File: src/rtl/cam_pkg.sv
// Shared types and constants for the camera pixel packing path.
package cam_pkg;
  localparam int PIX_W  = 8;
  localparam int LANES  = 4;
  localparam int WORD_W = 32;

  typedef struct packed {
    logic [31:0] data;
    logic [3:0]  keep;
    logic        sof;
  } pix_word_t;

  // Mask with the lowest n lanes set.
  function automatic logic [LANES-1:0] lane_keep(input logic [1:0] n);
    lane_keep = (4'b0001 << n) - 4'b0001;
  endfunction

  // Widen a lane mask to a byte mask over the data word.
  function automatic logic [WORD_W-1:0] keep_bytes(input logic [LANES-1:0] k);
    keep_bytes = {{PIX_W{k[3]}}, {PIX_W{k[2]}}, {PIX_W{k[1]}}, {PIX_W{k[0]}}};
  endfunction
endpackage

File: src/rtl/cam_sync_fifo.sv
// Single-clock FIFO with wrap-bit pointers; head shows zero while empty.
module cam_sync_fifo #(
  parameter int DEPTH = 4,
  parameter int W     = 8
) (
  input  logic         clk,
  input  logic         rst,
  input  logic         push,
  input  logic [W-1:0] push_data,
  input  logic         pop,
  output logic [W-1:0] head,
  output logic         full,
  output logic         empty
);
  localparam int AW = $clog2(DEPTH);

  logic [W-1:0] mem [DEPTH];
  logic [AW:0]  wr_ptr, rd_ptr;
  logic         do_push, do_pop;

  assign empty   = (wr_ptr == rd_ptr);
  assign full    = (wr_ptr[AW] != rd_ptr[AW]) && (wr_ptr[AW-1:0] == rd_ptr[AW-1:0]);
  assign do_pop  = pop && !empty;
  // A pop in the same cycle frees the slot, so a full FIFO still accepts.
  assign do_push = push && (!full || do_pop);
  assign head    = empty ? '0 : mem[rd_ptr[AW-1:0]];

  always_ff @(posedge clk) begin
    if (do_push) mem[wr_ptr[AW-1:0]] <= push_data;
  end

  always_ff @(posedge clk or posedge rst) begin
    if (rst) begin
      wr_ptr <= '0;
      rd_ptr <= '0;
    end else begin
      if (do_push) wr_ptr <= wr_ptr + 1'b1;
      if (do_pop)  rd_ptr <= rd_ptr + 1'b1;
    end
  end
endmodule

File: src/rtl/pixel_word_packer.sv
// Packs the 8-bit capture stream into 32-bit words with frame-start tags,
// buffering them behind valid/ready and dropping whole words on overflow.
module pixel_word_packer
  import cam_pkg::*;
#(
  parameter int DEPTH = 4
) (
  input  logic        clk,
  input  logic        rst,
  input  logic        enable,
  input  logic        pix_valid,
  input  logic [7:0]  pix_data,
  input  logic [15:0] frame_count,
  output logic        out_valid,
  input  logic        out_ready,
  output logic [31:0] out_data,
  output logic [3:0]  out_keep,
  output logic        out_sof,
  output logic [15:0] drop_count,
  output logic        overflow
);
  logic [23:0] acc, acc_n;
  logic [1:0]  lane, lane_n;
  logic        sof_flag, sof_n;
  logic [15:0] last_frame;
  logic        accepted, new_frame, push, pop, full, empty, drop;
  pix_word_t   push_word, head;

  assign accepted  = enable && pix_valid;
  assign new_frame = accepted && (frame_count != last_frame);
  assign pop       = out_valid && out_ready;
  assign drop      = push && full && !pop;

  always_comb begin
    push      = 1'b0;
    push_word = '0;
    acc_n     = acc;
    lane_n    = lane;
    sof_n     = sof_flag;
    if (!enable) begin
      acc_n  = '0;
      lane_n = '0;
      sof_n  = 1'b0;
    end else if (pix_valid) begin
      if (new_frame && lane != 2'd0) begin
        // Flush the partial word; the new-frame pixel opens a fresh one.
        push           = 1'b1;
        push_word.keep = lane_keep(lane);
        push_word.data = {8'h00, acc} & keep_bytes(lane_keep(lane));
        push_word.sof  = sof_flag;
        acc_n          = {16'h0000, pix_data};
        lane_n         = 2'd1;
        sof_n          = 1'b1;
      end else if (lane == 2'd3) begin
        push           = 1'b1;
        push_word.keep = 4'b1111;
        push_word.data = {pix_data, acc};
        push_word.sof  = sof_flag;
        acc_n          = '0;
        lane_n         = 2'd0;
        sof_n          = 1'b0;
      end else begin
        case (lane)
          2'd0:    acc_n[7:0]   = pix_data;
          2'd1:    acc_n[15:8]  = pix_data;
          default: acc_n[23:16] = pix_data;
        endcase
        lane_n = lane + 2'd1;
        if (new_frame) sof_n = 1'b1;
      end
    end
  end

  always_ff @(posedge clk or posedge rst) begin
    if (rst) begin
      acc        <= '0;
      lane       <= '0;
      sof_flag   <= 1'b0;
      last_frame <= '0;
      drop_count <= '0;
      overflow   <= 1'b0;
    end else begin
      acc      <= acc_n;
      lane     <= lane_n;
      sof_flag <= sof_n;
      if (accepted) last_frame <= frame_count;
      if (!enable) overflow <= 1'b0;
      else if (drop) overflow <= 1'b1;
      if (drop && drop_count != 16'hFFFF) drop_count <= drop_count + 16'd1;
    end
  end

  cam_sync_fifo #(.DEPTH(DEPTH), .W($bits(pix_word_t))) u_fifo (
    .clk       (clk),
    .rst       (rst),
    .push      (push),
    .push_data (push_word),
    .pop       (pop),
    .head      (head),
    .full      (full),
    .empty     (empty)
  );

  assign out_valid = !empty;
  assign out_data  = head.data;
  assign out_keep  = head.keep;
  assign out_sof   = head.sof;
endmodule

File: config.mk
export PLATFORM = sky130hd
export DESIGN_NAME = pixel_word_packer
export DESIGN_NICKNAME = d
export VERILOG_FILES = /design/src/rtl/cam_pkg.sv /design/src/rtl/cam_sync_fifo.sv /design/src/rtl/pixel_word_packer.sv
export SDC_FILE = /design/constraint.sdc
export NUM_CORES = 1
export LEC_CHECK = 0
export CAP_MARGIN = 25
export CORE_ASPECT_RATIO = 0.75
export CORE_MARGIN = 4
export CORE_UTILIZATION = 40
export CTS_CLUSTER_SIZE = 8
export DETAILED_ROUTE_END_ITERATION = 8
export GPL_ROUTABILITY_DRIVEN = 0
export PLACE_DENSITY_LB_ADDON = 0.25
export SLEW_MARGIN = 10
export SYNTH_ARGS = -nofsm -noshare
export SYNTH_HDL_FRONTEND = slang
export SYNTH_HIERARCHICAL = 1
export SYNTH_SLANG_ARGS = --single-unit
export TNS_END_PERCENT = 50
File: constraint.sdc
create_clock -name clk -period 3.3 [get_ports clk]
set_input_delay 0.66 -clock clk [delete_from_list [all_inputs] [get_ports clk]]
set_output_delay 0.66 -clock clk [all_outputs]
set_load 0.01 [all_outputs]
# --- Word level (Yosys, flattened, before mapping) ---
# Memory sizes are Yosys's and may differ from the RTL's.
# Index checks and enable logic that the tools add are counted.
word_totals:
  ff_bits: 66
  ram_bits: 148
  input_bits: 29
  n_memories: 1
  output_inout_bits: 55
  wordCells: 81
memory_table:
  columns: ["memory", "words", "width", "rd", "rd_clocked_by_memory_dff", "write_ports", "line_no", "source"]
  rows:
  - ["u_fifo.mem", 4, 37, 1, 0, 1, "cam_sync_fifo.sv:17", "logic [W-1:0] mem [DEPTH];"]
classes:
  shift: 1
  reduce_logical: 21
  addsub: 5
  n_eq_ne: 13
  n_bitwise: 1
  n_mux: 29
ops:
  columns: ["operator", "count"]
  rows:
  - ["2-to-1 mux 37 bit", 5]
  - ["2-to-1 mux 24 bit", 4]
  - ["AND 24 x 32 -> 32 bit", 1]
  - ["2-to-1 mux 8 bit", 3]
  - ["adder 16 x 1 -> 16 bit, second input constant", 1]
  - ["inequality test 16 bit", 1]
  - ["inequality test 16 bit, second input constant", 1]
  - ["2-to-1 mux 1 bit", 13]
  - ["inequality test 4 x 1 -> 1 bit, second input constant", 3]
  - ["logical AND 1 bit", 10]
  - ["2-to-1 mux 2 bit", 4]
  - ["AND reduction 2 bit", 4]
  - ["adder 3 x 1 -> 3 bit, second input constant", 2]
  - ["inequality test 2 x 1 -> 1 bit, second input constant", 2]
  - ["inequality test 4 x 2 -> 1 bit, second input constant", 1]
  - ["<< shifter 1 x 2 -> 4 bit, first input constant", 1]
  - ["subtractor 4 x 1 -> 4 bit, second input constant", 1]
  - ["equality test 3 bit", 1]
  - ["logical NOT 1 bit", 3]
  - ["adder 2 x 1 -> 2 bit, second input constant", 1]
  - ["equality test 2 x 1 -> 1 bit, second input constant", 1]
  - ["equality test 2 bit", 1]
  - ["equality test 2 bit, second input constant", 1]
  - ["logical NOT 2 bit", 1]
  - ["4 further kinds", 4]

# --- Logic depth before layout (Yosys ltp) ---
depth:
  depth_word: 10
  mapped_depth: 10

# --- Modules after synthesis ---
# Netlist, hierarchy kept.
modules_own_cells:
  columns: ["module", "cells_each", "area_per_inst_um2", "n_inst"]
  rows:
  - ["cam_sync_fifo", 270, 6019.5, 1]
  - ["pixel_word_packer", 309, 3200.6, 1]

# --- Least setup slack after synthesis ---
# Ideal clock, no wire load.
synth_path:
  path_kind: "in2reg"
  startpoint: "input port enable"
  endpoint: "memory u_fifo/mem[0][0] (netlist name) (enable)"
  t_arrival_ps: 2679
  setup_ps: 398
  slack_ps: 223
  cell_stages: 6
  path_cell_list: "clkbuf_1 -> nand2_1 -> buf_1 -> clkbuf_1 -> nor2_1 -> and3_1"
synth_between:
  elab_chain_cells: 9
synth_lines:
  columns: ["element", "line_no", "source"]
  rows:
  - ["from (decl)", "pixel_word_packer.sv:10", "input logic enable,"]
  - ["logical AND 1 bit", "pixel_word_packer.sv:29", "assign accepted = enable && pix_valid;"]
  - ["logical AND 1 bit", "pixel_word_packer.sv:30", "assign new_frame = accepted && (frame_count != last_frame);"]
  - ["logical AND 1 bit", "pixel_word_packer.sv:45", "if (new_frame && lane != 2'd0) begin"]
  - ["2-to-1 mux 1 bit", "pixel_word_packer.sv:45", null]
  - ["2-to-1 mux 1 bit", "pixel_word_packer.sv:44", "end else if (pix_valid) begin"]
  - ["2-to-1 mux 1 bit *", "pixel_word_packer.sv:40", "if (!enable) begin"]
  - ["named net push", "pixel_word_packer.sv:26", "logic accepted, new_frame, push, pop, full, empty, drop;"]
  - ["logical AND 1 bit *", "cam_sync_fifo.sv:25", "assign do_push = push && (!full || do_pop);"]
  - ["2-to-1 mux 1 bit *", "cam_sync_fifo.sv:29", "if (do_push) mem[wr_ptr[AW-1:0]] <= push_data;"]
  - ["2-to-1 mux 1 bit (not written as such) *", "cam_sync_fifo.sv:29", null]
  - ["to (decl)", "cam_sync_fifo.sv:17", null]
# Mark *: on every way through the listed nets, which the timed path passes. The rest lies on a longest branch.

# --- Final worst setup path ---
layout_path:
  startpoint: "register u_fifo.rd_ptr[0]"
  endpoint: "output port out_keep[2]"
layout_between:
  elab_chain_cells: 2
layout_lines:
  columns: ["element", "line_no", "source"]
  rows:
  - ["from (decl)", "cam_sync_fifo.sv:18", "logic [AW:0] wr_ptr, rd_ptr;"]
  - ["from (signal assigned)", "cam_sync_fifo.sv:38", "if (do_pop) rd_ptr <= rd_ptr + 1'b1;"]
  - ["memory read (4 x 37 bit) / equality test 3 bit (equally long branches)", null, null]
  - ["2-to-1 mux 37 bit *", "cam_sync_fifo.sv:26", "assign head = empty ? '0 : mem[rd_ptr[AW-1:0]];"]
  - ["to (decl)", "pixel_word_packer.sv:17", "output logic [3:0] out_keep,"]
# Mark *: on every way between the ends. The rest lies on a longest branch, timed or not.

==> impl_metrics.json <==
{
  "setup_viol": 0,
  "fin_ws_ns": 0.138,
  "portBuffers": 83,
  "regToRegStartpoint": "u_fifo/wr_ptr[0]",
  "timing.critical_path.slowest_stage_cell": "sky130_fd_sc_hd__mux4_2",
  "multi_input_gate_area_in_the_final_layout_sq_um": 2890,
  "wl_mm": 18.9,
  "netlist.top_cell.by_area": "sky130_fd_sc_hd__edfxtp_1",
  "post_route_cells_drive_above_1_share_pct": 18.0,
  "detail_routed_net_length_per_standard_cell_microns": 18.8,
  "clock-root-buffer": "sky130_fd_sc_hd__clkbuf_16",
  "totalPowerFinal_mw": 8.86,
  "clk_latency_ns": 0.54,
  "antenna_violating_nets_post_route": 0,
  "synth.lib_cells_used.distinct": 53,
  "crit_path_start_kind": "flip-flop",
  "grt_pass1_vias": 5539,
  "drt-vias-per-instance": 5.10,
  "finalCriticalPeriod_ns": 3.16,
  "power_density_nw_per_um2": 778,
  "cell_count_after_placement": 950,
  "tritoncts_num_sinks": 214,
  "synth.most_common_cell": "sky130_fd_sc_hd__edfxtp_1",
  "crit_path_max_incr_delay_ns": 0.58,
  "detailroute.via_count": 5129,
  "layout.cell_area.non_filler_sq_um": 11400,
  "postCtsResizedCells": 0,
  "f_max_mhz": 316,
  "worst_pin_slew_ns": 0.901,
  "die_height_microns": 139,
  "leakage_nw": 4.23,
  "ir_drop_mv": 0.516,
  "synth.net_count": 619,
  "synthesis.yosys.warnings": 6,
  "worstSetupEndpointType": "output pin",
  "holdWs_ns": 0.383,
  "yosys-top-cells-area": "sky130_fd_sc_hd__edfxtp_1, sky130_fd_sc_hd__dfrtp_1, sky130_fd_sc_hd__mux4_2",
  "synth_cells": 579,
  "critPathBufInv": 2,
  "worstPathRequired_ns": 2.64,
  "area_growth_from_synthesis_to_final_layout_pct": 23.6,
  "crit-reg2reg-capture": "u_fifo/mem[2][2]",
  "synth.yosys.seq_area_share_pct": 66.1,
  "detailedPlacementHpwl_mm": 12.3,
  "clock_tree_from_tritoncts": "yes",
  "detail_route.iter0.violations": 409,
  "max_cap_viol_count": 0,
  "yosysTopAreaCellShare_pct": 48.2,
  "dieWidth_microns": 183,
  "setup_repair_bufs_after_cts": 0,
  "h_tree_depth": 1,
  "timing.critical_path.cells": "buf_12 -> mux4_2 -> nor2b_1 -> clkdlybuf4s50_1",
  "async_reset_ff_share_pct": 30.8,
  "grt.overflow.total": 0,
  "floorplan.core_area_sq_um": 22300,
  "final-max-slew-violation-count": 0,
  "detailed_place.area_sq_um": 10500,
  "finalSetupTns_ns": 0,
  "fill_cells": 1853,
  "grt_util_all_layers_pct": 15.1,
  "die_area_sq_um": 25600,
  "grt_max_degree": 40,
  "r2r_slack_ns": 0.62,
  "floorplan.rows": 47,
  "reg2regPathDepth": 6,
  "cts-hold-fix-buffers": 0,
  "clock_pin_slew_of_the_registers_on_the_worst_case_setup_and_hold_paths_ns": 0.05,
  "netlist_top_cells_count": "sky130_fd_sc_hd__edfxtp_1, sky130_fd_sc_hd__dfrtp_1, sky130_fd_sc_hd__nor2b_1, sky130_fd_sc_hd__mux4_2, sky130_fd_sc_hd__and2_1",
  "clock-skew-final_ns": 0.00844,
  "firstDrtPassIters": 5,
  "critical_path.max_fanout": 39,
  "slew-limit-headroom_pct": 39.7,
  "critical_path.top_delay_family": "buffers and inverters",
  "seq_area_sq_um": 6100,
  "syn-cell-area_sq_um": 9220,
  "finalNetCount": 728,
  "status": "finished, final reports clean",
  "hold_viol_final": 0,
  "worstPathArrival_ns": 2.50,
  "synth_top_flop_cell": "sky130_fd_sc_hd__edfxtp_1",
  "instances_no_fill": 1005,
  "startpoint": "u_fifo/rd_ptr[0]",
  "post_synth.cell_area_avg_sq_um": 15.9,
  "antennaDiodeCount": 0,
  "drcViolationCount": 0,
  "antenna_found_initial": 0,
  "yosys_register_bits": 214,
  "hold_path.class": "in -> async",
  "min_period_over_period_pct": 95.8,
  "postLayoutCoreUtil_pct": 51.0,
  "rsz0062_at_grt": "no",
  "cts.path.max_buffers": 3,
  "classification_of_the_worst_setup_path": "reg -> out",
  "cts_inserted_buffers": 30,
  "design.portCount": 84,
  "effective_utilization_at_floorplan_pct": 41.3,
  "count_of_flip_flops_with_a_built_in_enable_after_synthesis": 148,
  "dp_worst_setup_slack_ns": 0.233,
  "grt_pass1_wl_mm": 31.0
}
[cell usage in the layout, fill, tap and decap left out, types with 7 or more instances in the layout]
| cell type | synthesis | routed |
|---|---|---|
| sky130_fd_sc_hd__buf_4 | 2 | 13 |
| sky130_fd_sc_hd__nand3_1 | 7 | 7 |
| sky130_fd_sc_hd__nor2_1 | 14 | 14 |
| sky130_fd_sc_hd__edfxtp_1 | 148 | 148 |
| sky130_fd_sc_hd__buf_12 | 0 | 7 |
| sky130_fd_sc_hd__and2_1 | 34 | 34 |
| sky130_fd_sc_hd__nor2b_1 | 38 | 38 |
| sky130_fd_sc_hd__clkdlybuf4s50_1 | 0 | 83 |
| sky130_fd_sc_hd__ha_1 | 11 | 11 |
| sky130_fd_sc_hd__inv_1 | 22 | 21 |
| sky130_fd_sc_hd__a2bb2oi_1 | 7 | 7 |
| sky130_fd_sc_hd__dfrtp_1 | 66 | 65 |
| sky130_fd_sc_hd__nand2_1 | 29 | 29 |
| sky130_fd_sc_hd__o22ai_1 | 16 | 16 |
| sky130_fd_sc_hd__mux4_2 | 37 | 37 |
| sky130_fd_sc_hd__xor2_1 | 27 | 27 |
| sky130_fd_sc_hd__a22o_1 | 8 | 8 |
| sky130_fd_sc_hd__mux2_2 | 20 | 20 |
| sky130_fd_sc_hd__nor3_1 | 15 | 14 |
| sky130_fd_sc_hd__clkbuf_16 | 0 | 30 |
| sky130_fd_sc_hd__xnor2_1 | 9 | 9 |
| sky130_fd_sc_hd__clkbuf_1 | 10 | 23 |
[report_power, final]
group / internal, mW / switching, mW
clock network: 1.72 / 1.08
logic: 1.56 / 1.31
registers: 3.07 / 0.123
total: 6.35 / 2.51
[sequential cells by signal, summed over array words and instances, names as in the netlist]
signal,count
acc,24
drop_count,16
lane,2
last_frame,16
overflow,1
sof_flag,1
u_fifo/mem,148
u_fifo/rd_ptr,3
u_fifo/wr_ptr,3
[kinds of logic (layout without fill, tap and decap cells)]
logic type	Yosys count	count (layout)	synth area share [%]
and+or+nand+nor	161	161	9.95
buffers and inverters	49	181	2.65
xor gates and xnor gates	38	38	3.77
muxes	59	59	11.8
adders and majority gates	11	11	1.49
AOI/OAI and AO/OA	47	47	4.27
DFF	214	214	66.1
[layout make-up]
cell class | instances | area share (%)
well taps | 294 | 3.23
clock buffers | 54 | 7.47
multi-input cells | 316 | 25.3
flip-flops and latches | 214 | 53.5
repair buffers | 104 | 9.48
clock inverters | 1 | 0.264
inverters | 22 | 0.725
[how the worst max path moves through the flow]
stage                     slack (ns)  cells past startpoint                end
after floorplan                 0.22                      6   u_fifo/mem[0][0]
after global placement          0.25                      7  u_fifo/mem[2][28]
after detailed placement        0.23                      7  u_fifo/mem[0][22]
after CTS                       0.03                      4       out_data[30]
after global routing           0.006                      5       out_data[25]
final                           0.14                      4        out_keep[2]
[worst reg2reg max path, cell delays in order (launching register included)]
cell and delay [ns]:
sky130_fd_sc_hd__dfrtp_1 0.46, sky130_fd_sc_hd__xor2_2 0.22, sky130_fd_sc_hd__nor3_2 0.41, sky130_fd_sc_hd__nor2b_1 0.22, sky130_fd_sc_hd__or4_1 0.60, sky130_fd_sc_hd__and3_1 0.26, sky130_fd_sc_hd__buf_4 0.23
[layer usage]
layer  up-vias  share of wire, %  track usage, %
li1       2388                 -               -
met1      2566                46            22.8
met2       146                46            23.4
met3        29               6.2            3.00
met4         0               1.7            2.51
met5         -                 0               0
Power figures use the tool's default switching activity.
